<file path="src/rtl/inst_fetch_if.sv">
// Purpose : Bundle of the fetch-stage control, ROM and decode-handshake signals.
// Modports:
//   master - the fetch stage (drives rom_addr, instr*, halted, fetch_count)
//   slave  - the surrounding CPU/ROM (drives start, rom_data, redirect*, instr_ready)
// Signals :
//   start          1       one-cycle pulse that begins fetching
//   rom_addr       ADDR_W  ROM address (equals the PC)
//   rom_data       DATA_W  combinational ROM read data
//   redirect_valid 1       taken jump/branch from execute
//   redirect_pc    ADDR_W  redirect target
//   instr_valid    1       instr/instr_pc hold a word for decode
//   instr_ready    1       decode accepts the word this cycle
//   instr          DATA_W  registered instruction word
//   instr_pc       ADDR_W  address the word was fetched from
//   halted         1       high once the halt word has been accepted
//   fetch_count    16      accepted-instruction counter
interface inst_fetch_if #(
  parameter int unsigned ADDR_W = 10,
  parameter int unsigned DATA_W = 10
);
  logic              start;
  logic [ADDR_W-1:0] rom_addr;
  logic [DATA_W-1:0] rom_data;
  logic              redirect_valid;
  logic [ADDR_W-1:0] redirect_pc;
  logic              instr_valid;
  logic              instr_ready;
  logic [DATA_W-1:0] instr;
  logic [ADDR_W-1:0] instr_pc;
  logic              halted;
  logic [15:0]       fetch_count;

  modport master (
    input  start, rom_data, redirect_valid, redirect_pc, instr_ready,
    output rom_addr, instr_valid, instr, instr_pc, halted, fetch_count
  );

  modport slave (
    output start, rom_data, redirect_valid, redirect_pc, instr_ready,
    input  rom_addr, instr_valid, instr, instr_pc, halted, fetch_count
  );
endinterface

</file>
<file path="src/rtl/inst_fetch.sv">
// Purpose : Instruction fetch stage for the 10-bit teaching CPU. Drives the
//           ROM address from the PC, registers each returned word into an
//           instruction register and offers it to decode via valid/ready.
//           Handles redirects, decode stalls and the halt word.
// Ports   :
//   clk    - clock, rising edge
//   rst_n  - asynchronous active-low reset
//   bus    - inst_fetch_if.master (start, ROM, redirect, decode handshake,
//            halted, fetch_count)
// Options : define FETCH_PERF_EN to build the saturating accepted-word
//           counter on fetch_count; otherwise fetch_count is tied to 0.
module inst_fetch #(
  parameter int unsigned       ADDR_W    = 10,
  parameter int unsigned       DATA_W    = 10,
  parameter logic [ADDR_W-1:0] RESET_PC  = '0,
  parameter logic [DATA_W-1:0] HALT_WORD = DATA_W'(10'b0010000010)
) (
  input  logic         clk,
  input  logic         rst_n,
  inst_fetch_if.master bus
);

  typedef enum logic [1:0] {
    S_IDLE   = 2'd0,
    S_FETCH  = 2'd1,
    S_DRAIN  = 2'd2,
    S_HALTED = 2'd3
  } state_t;

  state_t            r_state;
  state_t            w_state_nxt;
  logic [ADDR_W-1:0] r_pc;
  logic [ADDR_W-1:0] w_pc_nxt;
  logic [DATA_W-1:0] r_instr;
  logic [DATA_W-1:0] w_instr_nxt;
  logic [ADDR_W-1:0] r_instr_pc;
  logic [ADDR_W-1:0] w_instr_pc_nxt;
  logic              r_instr_valid;
  logic              w_instr_valid_nxt;
  logic              r_halted;
  logic              w_halted_nxt;

  logic              w_redirect;
  logic              w_accept;
  logic              w_capture;
  logic              w_is_halt;

  // Redirect only matters while fetching or draining and beats capture/accept.
  assign w_redirect = bus.redirect_valid && ((r_state == S_FETCH) || (r_state == S_DRAIN));
  assign w_accept   = r_instr_valid && bus.instr_ready;
  assign w_capture  = (r_state == S_FETCH) && (!r_instr_valid || bus.instr_ready) && !w_redirect;
  assign w_is_halt  = (bus.rom_data == HALT_WORD);

  // State register.
  always_ff @(posedge clk or negedge rst_n) begin
    if (!rst_n) begin
      r_state <= S_IDLE;
    end else begin
      r_state <= w_state_nxt;
    end
  end

  // Next-state logic.
  always_comb begin
    w_state_nxt = r_state;
    case (r_state)
      S_IDLE: begin
        if (bus.start) w_state_nxt = S_FETCH;
      end
      S_FETCH: begin
        if (w_redirect)                  w_state_nxt = S_FETCH;
        else if (w_capture && w_is_halt) w_state_nxt = S_DRAIN;
      end
      S_DRAIN: begin
        // The only word held in DRAIN is the halt word itself.
        if (w_redirect)    w_state_nxt = S_FETCH;
        else if (w_accept) w_state_nxt = S_HALTED;
      end
      S_HALTED: w_state_nxt = S_HALTED;
      default:  w_state_nxt = S_IDLE;
    endcase
  end

  // Output / datapath next values.
  always_comb begin
    w_pc_nxt          = r_pc;
    w_instr_nxt       = r_instr;
    w_instr_pc_nxt    = r_instr_pc;
    w_instr_valid_nxt = r_instr_valid;
    w_halted_nxt      = r_halted;
    if ((r_state == S_IDLE) && bus.start) begin
      w_pc_nxt = RESET_PC;
    end else if (w_redirect) begin
      w_pc_nxt          = bus.redirect_pc;
      w_instr_valid_nxt = 1'b0;
    end else if (w_capture) begin
      w_instr_nxt       = bus.rom_data;
      w_instr_pc_nxt    = r_pc;
      w_instr_valid_nxt = 1'b1;
      // The PC parks on the halt word's address.
      if (!w_is_halt) w_pc_nxt = r_pc + ADDR_W'(1);
    end else if (w_accept) begin
      w_instr_valid_nxt = 1'b0;
      if (r_state == S_DRAIN) w_halted_nxt = 1'b1;
    end
  end

  // Datapath registers.
  always_ff @(posedge clk or negedge rst_n) begin
    if (!rst_n) begin
      r_pc          <= RESET_PC;
      r_instr       <= '0;
      r_instr_pc    <= '0;
      r_instr_valid <= 1'b0;
      r_halted      <= 1'b0;
    end else begin
      r_pc          <= w_pc_nxt;
      r_instr       <= w_instr_nxt;
      r_instr_pc    <= w_instr_pc_nxt;
      r_instr_valid <= w_instr_valid_nxt;
      r_halted      <= w_halted_nxt;
    end
  end

  assign bus.rom_addr    = r_pc;
  assign bus.instr       = r_instr;
  assign bus.instr_pc    = r_instr_pc;
  assign bus.instr_valid = r_instr_valid;
  assign bus.halted      = r_halted;

`ifdef FETCH_PERF_EN
  logic [15:0] r_fetch_count;

  // Saturating count of words actually consumed by decode; flushed words excluded.
  always_ff @(posedge clk or negedge rst_n) begin
    if (!rst_n) begin
      r_fetch_count <= 16'd0;
    end else if (w_accept && !w_redirect && (r_fetch_count != 16'hFFFF)) begin
      r_fetch_count <= r_fetch_count + 16'd1;
    end
  end

  assign bus.fetch_count = r_fetch_count;
`else
  assign bus.fetch_count = 16'd0;
`endif

endmodule

</file>
<file path="src/flat_wrapper.sv">
// flat-port wrapper written by rule: the top's interface ports become plain ports
module inst_fetch_flat 
#(
  parameter int unsigned       ADDR_W    = 10,
  parameter int unsigned       DATA_W    = 10,
  parameter logic [ADDR_W-1:0] RESET_PC  = '0,
  parameter logic [DATA_W-1:0] HALT_WORD = DATA_W'(10'b0010000010)
)
  (clk, rst_n, bus_start, bus_rom_data, bus_redirect_valid, bus_redirect_pc, bus_instr_ready, bus_rom_addr, bus_instr_valid, bus_instr, bus_instr_pc, bus_halted, bus_fetch_count);
  inst_fetch_if #(.ADDR_W(ADDR_W), .DATA_W(DATA_W)) bus_i ();
  input  logic clk;
  input  logic rst_n;
  input wire logic [$bits(bus_i.start)-1:0] bus_start;
  input wire logic [$bits(bus_i.rom_data)-1:0] bus_rom_data;
  input wire logic [$bits(bus_i.redirect_valid)-1:0] bus_redirect_valid;
  input wire logic [$bits(bus_i.redirect_pc)-1:0] bus_redirect_pc;
  input wire logic [$bits(bus_i.instr_ready)-1:0] bus_instr_ready;
  output wire logic [$bits(bus_i.rom_addr)-1:0] bus_rom_addr;
  output wire logic [$bits(bus_i.instr_valid)-1:0] bus_instr_valid;
  output wire logic [$bits(bus_i.instr)-1:0] bus_instr;
  output wire logic [$bits(bus_i.instr_pc)-1:0] bus_instr_pc;
  output wire logic [$bits(bus_i.halted)-1:0] bus_halted;
  output wire logic [$bits(bus_i.fetch_count)-1:0] bus_fetch_count;
  assign bus_i.start = bus_start;
  assign bus_i.rom_data = bus_rom_data;
  assign bus_i.redirect_valid = bus_redirect_valid;
  assign bus_i.redirect_pc = bus_redirect_pc;
  assign bus_i.instr_ready = bus_instr_ready;
  assign bus_rom_addr = bus_i.rom_addr;
  assign bus_instr_valid = bus_i.instr_valid;
  assign bus_instr = bus_i.instr;
  assign bus_instr_pc = bus_i.instr_pc;
  assign bus_halted = bus_i.halted;
  assign bus_fetch_count = bus_i.fetch_count;
  inst_fetch #(.ADDR_W(ADDR_W), .DATA_W(DATA_W), .RESET_PC(RESET_PC), .HALT_WORD(HALT_WORD)) u_core (.clk(clk), .rst_n(rst_n), .bus(bus_i));
endmodule
</file>
<file path="config.mk">
export PLATFORM = sky130hd
export DESIGN_NAME = inst_fetch_flat
export DESIGN_NICKNAME = d
export VERILOG_FILES = /design/src/rtl/inst_fetch_if.sv /design/src/rtl/inst_fetch.sv /design/src/flat_wrapper.sv
export SDC_FILE = /design/constraint.sdc
export NUM_CORES = 1
export LEC_CHECK = 0
export CORE_UTILIZATION = 35
export DETAILED_ROUTE_END_ITERATION = 16
export GPL_TIMING_DRIVEN = 1
export PLACE_DENSITY = 0.73
export SLEW_MARGIN = 20
export SYNTH_ARGS = -nofsm -noshare
export SYNTH_HDL_FRONTEND = slang
export SYNTH_SLANG_ARGS = --single-unit
export TNS_END_PERCENT = 50
</file>
<file path="constraint.sdc">
create_clock -name clk -period 1.9 [get_ports clk]
set_input_delay 0.38 -clock clk [delete_from_list [all_inputs] [get_ports clk]]
set_output_delay 0.38 -clock clk [all_outputs]
set_load 0.03 [all_outputs]
</file>
Word-level counts from Yosys, hierarchy flattened. Index checks and enable logic that the tools add are counted.

Output and inout bits: 48. Input bits: 25. Flip-flop bits (word level): 34. Logic and storage cells: 49.

Reductions and logical operators: 18. Bitwise logic cells: 3. Equal/unequal tests: 8. Muxes and demuxes: 13. Add/sub/neg operators: 1.

Operators with widths (count): $mux 10 (4); $add 10x1->10 const B (1); $eq 10x8->1 const B (1); $mux 2 (5); $pmux 2 s4 (1); $logic_and 1x1->1 (6); $ne 3x2->1 const B (2); $reduce_and 3->1 (2); $reduce_bool 3->1 (2); $reduce_and 5->1 (1); $eq 2x2->1 const B (2); $reduce_and 2->1 (2); $mux 1 (3); $ne 3x1->1 const B (1); $not 1->1 (3); $eq 2x1->1 const B (1); $logic_not 1->1 (2); $logic_not 2->1 (1); $logic_or 1x1->1 (2); $ne 2x2->1 const B (1).

Depth between registers and ports, before layout.
Depth after elaboration: 9. Depth in mapped cells: 7. Mapped depth without buffers: 6.

Least setup slack after synthesis. Ideal clock, no wire load.

Kind: register to register. From: register u_core.r_state[1]. To: register u_core.r_pc[4] (netlist: u_core.bus.rom_addr[4]). Clock period less this slack: 1.656 ns. Arrival time: 1.574 ns. Stages on the path, launching flop included: 7. Path buffers: 1. Setup slack: 0.244 ns. Library setup time: 0.082 ns. Cells stage by stage: dfrtp_1 -> inv_1 -> ha_1 -> buf_2 -> nand2_1 -> or4_1 -> a31oi_1.

Longest elaborated chain between the ends: 7. Elaborated cells on any way between the ends: 14. Those cells by class: eq/ne: 3; mux: 2; reduce/logical: 9.

Ends and longest elaborated chain: start, declared (RTL line inst_fetch.sv:30) `state_t r_state;`; start signal, assigned (RTL line inst_fetch.sv:59) `r_state <= w_state_nxt;`; $eq 2x1->1 / $eq 2x2->1 (equally long branches) (RTL line inst_fetch.sv:49, inst_fetch.sv:51); $logic_or 1x1->1 (RTL line inst_fetch.sv:49) `assign w_redirect = bus.redirect_valid && ((r_state == S_FETCH) || (r_state == S_DRAIN));`; $logic_and 1x1->1 (RTL line inst_fetch.sv:49); $logic_not 1->1 (RTL line inst_fetch.sv:51) `assign w_capture = (r_state == S_FETCH) && (!r_instr_valid || bus.instr_ready) && !w_redirect;`; $logic_and 1x1->1 (RTL line inst_fetch.sv:51); $reduce_bool 3->1 (no source line); $reduce_and 2->1 (no source line); end signal, assigned (RTL line inst_fetch.sv:117) `r_pc <= w_pc_nxt;`; end, declared (RTL line inst_fetch.sv:32) `logic [ADDR_W-1:0] r_pc;`.

Several ways; a longest one is shown, not always the timed one. A chain may end at the register's enable or synchronous reset.

Worst setup path after layout.
From: register u_core.r_pc[5] (netlist: u_core.bus.rom_addr[5]). To: output bus_rom_addr[5].

RTL lines: end, declared (RTL line flat_wrapper.sv:18) `output wire logic [$bits(bus_i.rom_addr)-1:0] bus_rom_addr;`.

No word-level cell between the ends.

==> metrics.txt <==
# TYPE chip_impl_metric gauge
chip_impl_metric{name="routed_wire_length_per_instance",unit="um"} 13.3
chip_impl_metric{name="core_area",unit="um^2"} 5140
chip_impl_metric{name="wirelength",unit="um"} 4070
chip_impl_info{name="synth_flop_cell",value="dfrtp_1"} 1
chip_impl_metric{name="rows",unit=""} 26
chip_impl_metric{name="floorplan.initialDensity",unit=""} 0.364
chip_impl_metric{name="clock_sinks",unit=""} 34
chip_impl_metric{name="timing.critical_path.slowest_cell_delay",unit="ps"} 720
chip_impl_metric{name="cap_viol_max_count",unit=""} 0
chip_impl_metric{name="p_sw_frac",unit=""} 0.433
chip_impl_metric{name="final_layout_size_suffix_gt1_frac",unit=""} 0.199
chip_impl_metric{name="drtAntennaViolNets",unit=""} 0
chip_impl_metric{name="yosysUniqueCellTypes",unit=""} 34
chip_impl_metric{name="arrival",unit="ps"} 1460
chip_impl_metric{name="timing_hold_violations_final",unit=""} 0
chip_impl_metric{name="number_of_synthesized_flops_with_an_enable_pin",unit=""} 0
chip_impl_metric{name="clk_latency",unit="ps"} 280
chip_impl_metric{name="vias",unit=""} 1526
chip_impl_metric{name="power.ir.vdd_worst",unit="mV"} 0.988
chip_impl_metric{name="setup_viol",unit=""} 0
chip_impl_metric{name="cellPowerDensity",unit="nW/um^2"} 1850
chip_impl_metric{name="pwr-share-clk",unit=""} 0.100
chip_impl_metric{name="period_needed",unit="ps"} 1840
chip_impl_info{name="clk_root_buffer_cell",value="clkbuf_8"} 1
chip_impl_info{name="cts_tree",value="yes"} 1
chip_impl_metric{name="layout.cell_area.non_filler",unit="um^2"} 2640
chip_impl_metric{name="global_route_wire_length_before_repair",unit="um"} 6670
chip_impl_metric{name="tns",unit="ps"} 0
chip_impl_metric{name="number_of_global_route_vias_before_repair",unit=""} 1457
chip_impl_metric{name="critPathRequiredTime",unit="ps"} 1520
chip_impl_metric{name="ctsLongestPathBuffers",unit=""} 2
chip_impl_info{name="critical-path-top-delay-family",value="buffers and inverters"} 1
chip_impl_metric{name="fmaxAchievable",unit="MHz"} 542
chip_impl_metric{name="detailedRoute.firstPassIterationCount",unit=""} 4
chip_impl_metric{name="internal_power",unit="mW"} 2.77
chip_impl_metric{name="grt.overflow.total",unit=""} 0
chip_impl_metric{name="yosysSeqAreaShare",unit=""} 0.455
chip_impl_metric{name="quantity_of_hold_fixing_buffers_added_after_cts",unit=""} 0
chip_impl_metric{name="dieHeight",unit="um"} 75.1
chip_impl_metric{name="htree_levels",unit=""} 2
chip_impl_metric{name="power.share.combinational",unit=""} 0.606
chip_impl_metric{name="grt.total_usage",unit=""} 0.160
chip_impl_metric{name="synth.ff_latch_count",unit=""} 34
chip_impl_metric{name="seq_power_share",unit=""} 0.293
chip_impl_metric{name="synthesis.instances",unit=""} 168
chip_impl_metric{name="cts_post_setup_buffers_inserted",unit=""} 0
chip_impl_info{name="largest_area_contributor_in_the_synthesized_netlist",value="dfrtp_1"} 1
chip_impl_metric{name="cp_max_fo",unit=""} 8
chip_impl_metric{name="cp.buffers_inverters",unit=""} 1
chip_impl_info{name="endpoint_kind",value="output port"} 1
chip_impl_metric{name="drtIter0Drc",unit=""} 96
chip_impl_metric{name="finalClockSkew",unit="ps"} 5.01
chip_impl_metric{name="antenna_violations_before_repair",unit=""} 0
chip_impl_metric{name="areaGrowthSynthToFinish",unit="%"} 41.1
chip_impl_metric{name="avgSynthCellArea",unit="um^2"} 11.1
chip_impl_info{name="netlist_top_cells_area",value="dfrtp_1 45%, mux2_2 12%, buf_4 6.8%"} 1
chip_impl_info{name="mostFrequentLayoutCells",value="53 x clkdlybuf4s50_1, 34 x dfrtp_1, 20 x mux2_2"} 1
chip_impl_metric{name="layout.nets",unit=""} 268
chip_impl_metric{name="antenna_cells_inserted",unit=""} 0
chip_impl_info{name="worst_path_max_delay_cell",value="clkdlybuf4s50_1"} 1
chip_impl_metric{name="mappedNetlistArea",unit="um^2"} 1870
chip_impl_metric{name="cts.clk_slew.worst_paths",unit="ps"} 70
chip_impl_metric{name="floorplan.die_area",unit="um^2"} 5640
chip_impl_info{name="commonest_non_fill_non_tap_cell_in_the_layout",value="clkdlybuf4s50_1"} 1
chip_impl_metric{name="cts_buf_count",unit=""} 5
chip_impl_metric{name="yosysWarnings",unit=""} 0
chip_impl_metric{name="worst_slack",unit="ps"} 55.0
chip_impl_metric{name="preCtsSetupSlack",unit="ps"} -135
chip_impl_info{name="run_status",value="completed"} 1
chip_impl_metric{name="remaining_drc_errors",unit=""} 0
chip_impl_metric{name="final.period_utilization",unit=""} 0.971
chip_impl_metric{name="finalWeightedCongestion",unit=""} 0.821
chip_impl_info{name="timing.setup.critical_path_class",value="reg2out"} 1
chip_impl_info{name="timing.critical_path.cells",value="clkdlybuf4s50_1"} 1
chip_impl_metric{name="post_dp_cell_area",unit="um^2"} 2530
chip_impl_metric{name="synthDominantCellAreaShare",unit=""} 0.455
chip_impl_info{name="hold_path.class",value="in2async"} 1
chip_impl_metric{name="routed_via_density",unit=""} 4.99
chip_impl_metric{name="leakagePower",unit="nW"} 1.11
chip_impl_metric{name="place.detailed.hpwl",unit="um"} 3090
chip_impl_metric{name="slew_viol_final",unit=""} 0
chip_impl_metric{name="asyncSetResetFlopFracSynth",unit=""} 1.00
chip_impl_metric{name="rrSetupSlack",unit="ps"} 110
chip_impl_metric{name="numPortBuffers",unit=""} 56
chip_impl_metric{name="grt_max_degree",unit=""} 19
chip_impl_metric{name="fp.dieW",unit="um"} 75.1
chip_impl_metric{name="ioPinCount",unit=""} 73
chip_impl_metric{name="total_switching_power",unit="mW"} 2.12
chip_impl_info{name="worstSetupStartpointType",value="flip-flop"} 1
## final timing paths
path                                              from                     end  cells past startpoint
worst min-delay path                             rst_n  u_core.bus.instr_pc[6]                      1
worst max-delay path            u_core.bus.rom_addr[5]         bus_rom_addr[5]                      1
worst min register to register       u_core.bus.halted       u_core.bus.halted                      1
worst max register to register       u_core.r_state[0]     u_core.bus.instr[1]                      6
max in group asynchronous                        rst_n       u_core.r_state[1]                      2
min in group clk                     u_core.bus.halted       u_core.bus.halted                      1
## state kept, by name (all words and copies together), names as in the netlist
name / cells
u_core.bus.halted: 1
u_core.bus.instr: 10
u_core.bus.instr_pc: 10
u_core.bus.instr_valid: 1
u_core.bus.rom_addr: 10
u_core.r_state: 2
## power groups by stage
stage	combinational, mW	clock, mW	sequential, mW
after CTS	2.95	0.506	1.43
final	2.96	0.491	1.43
after detailed placement	2.94	0	1.44
after global placement	2.89	0	1.42
after global routing	3.22	0.533	1.49
after floorplan	1.14	0	2.07
## what timing repair did
action,in CTS,in global routing
resized for setup,1,6
endpoints found under the hold margin,0,0
setup endpoints to repair,5,6
pin swaps,0,1
## cell usage after synthesis (all sizes together), types with 3 or more instances
master / count
clkbuf: 3
nand2: 7
o31ai: 6
o21ai: 14
dfrtp: 34
nor2: 3
inv: 3
mux2: 20
or4: 6
buf: 21
nand4: 5
ha: 7
and3: 3
a31oi: 9
nand3: 5
## per-stage QoR
| stage | utilization | hold slack [ps] | power [mW] | cells |
|---|---|---|---|---|
| final | 0.513 | 25.0 | 4.89 | 306 |
| after global routing | 0.513 | 50.4 | 5.25 | 306 |
| after CTS | 0.509 | 36.3 | 4.89 | 306 |
| after detailed placement | 0.493 | 339 | 4.38 | 299 |
| after global placement | 0.493 | 344 | 4.31 | 299 |
| after floorplan | - | 84.4 | 3.21 | 183 |
## layer usage
layer  track usage  share of wire  up-vias
met5             0              0        -
met4        0.0524          0.010        0
met3        0.0455          0.059        5
met2         0.273           0.49       49
met1         0.194           0.44      744
li1              -              -      728
## cell type report
cell class / count / area (um^2)
fillers: 493 / 2500
multi-input cells: 122 / 918
flip-flops and latches: 34 / 851
repair buffers: 70 / 694
well taps: 70 / 87.6
clock buffers: 7 / 76.3
inverters: 3 / 11.3
## logic make-up (layout without fill, tap and decap cells)
logic type | Yosys count | in the layout | share of synthesized area
and+or+nand+nor | 39 | 39 | 0.142
AOI/OAI and AO/OA | 38 | 38 | 0.129
DFF | 34 | 34 | 0.455
buffers and inverters | 27 | 80 | 0.0943
muxes | 22 | 22 | 0.131
adders and majority gates | 7 | 7 | 0.0468
other | 1 | 16 | 0.00200
(Power assumes the default switching activity.)
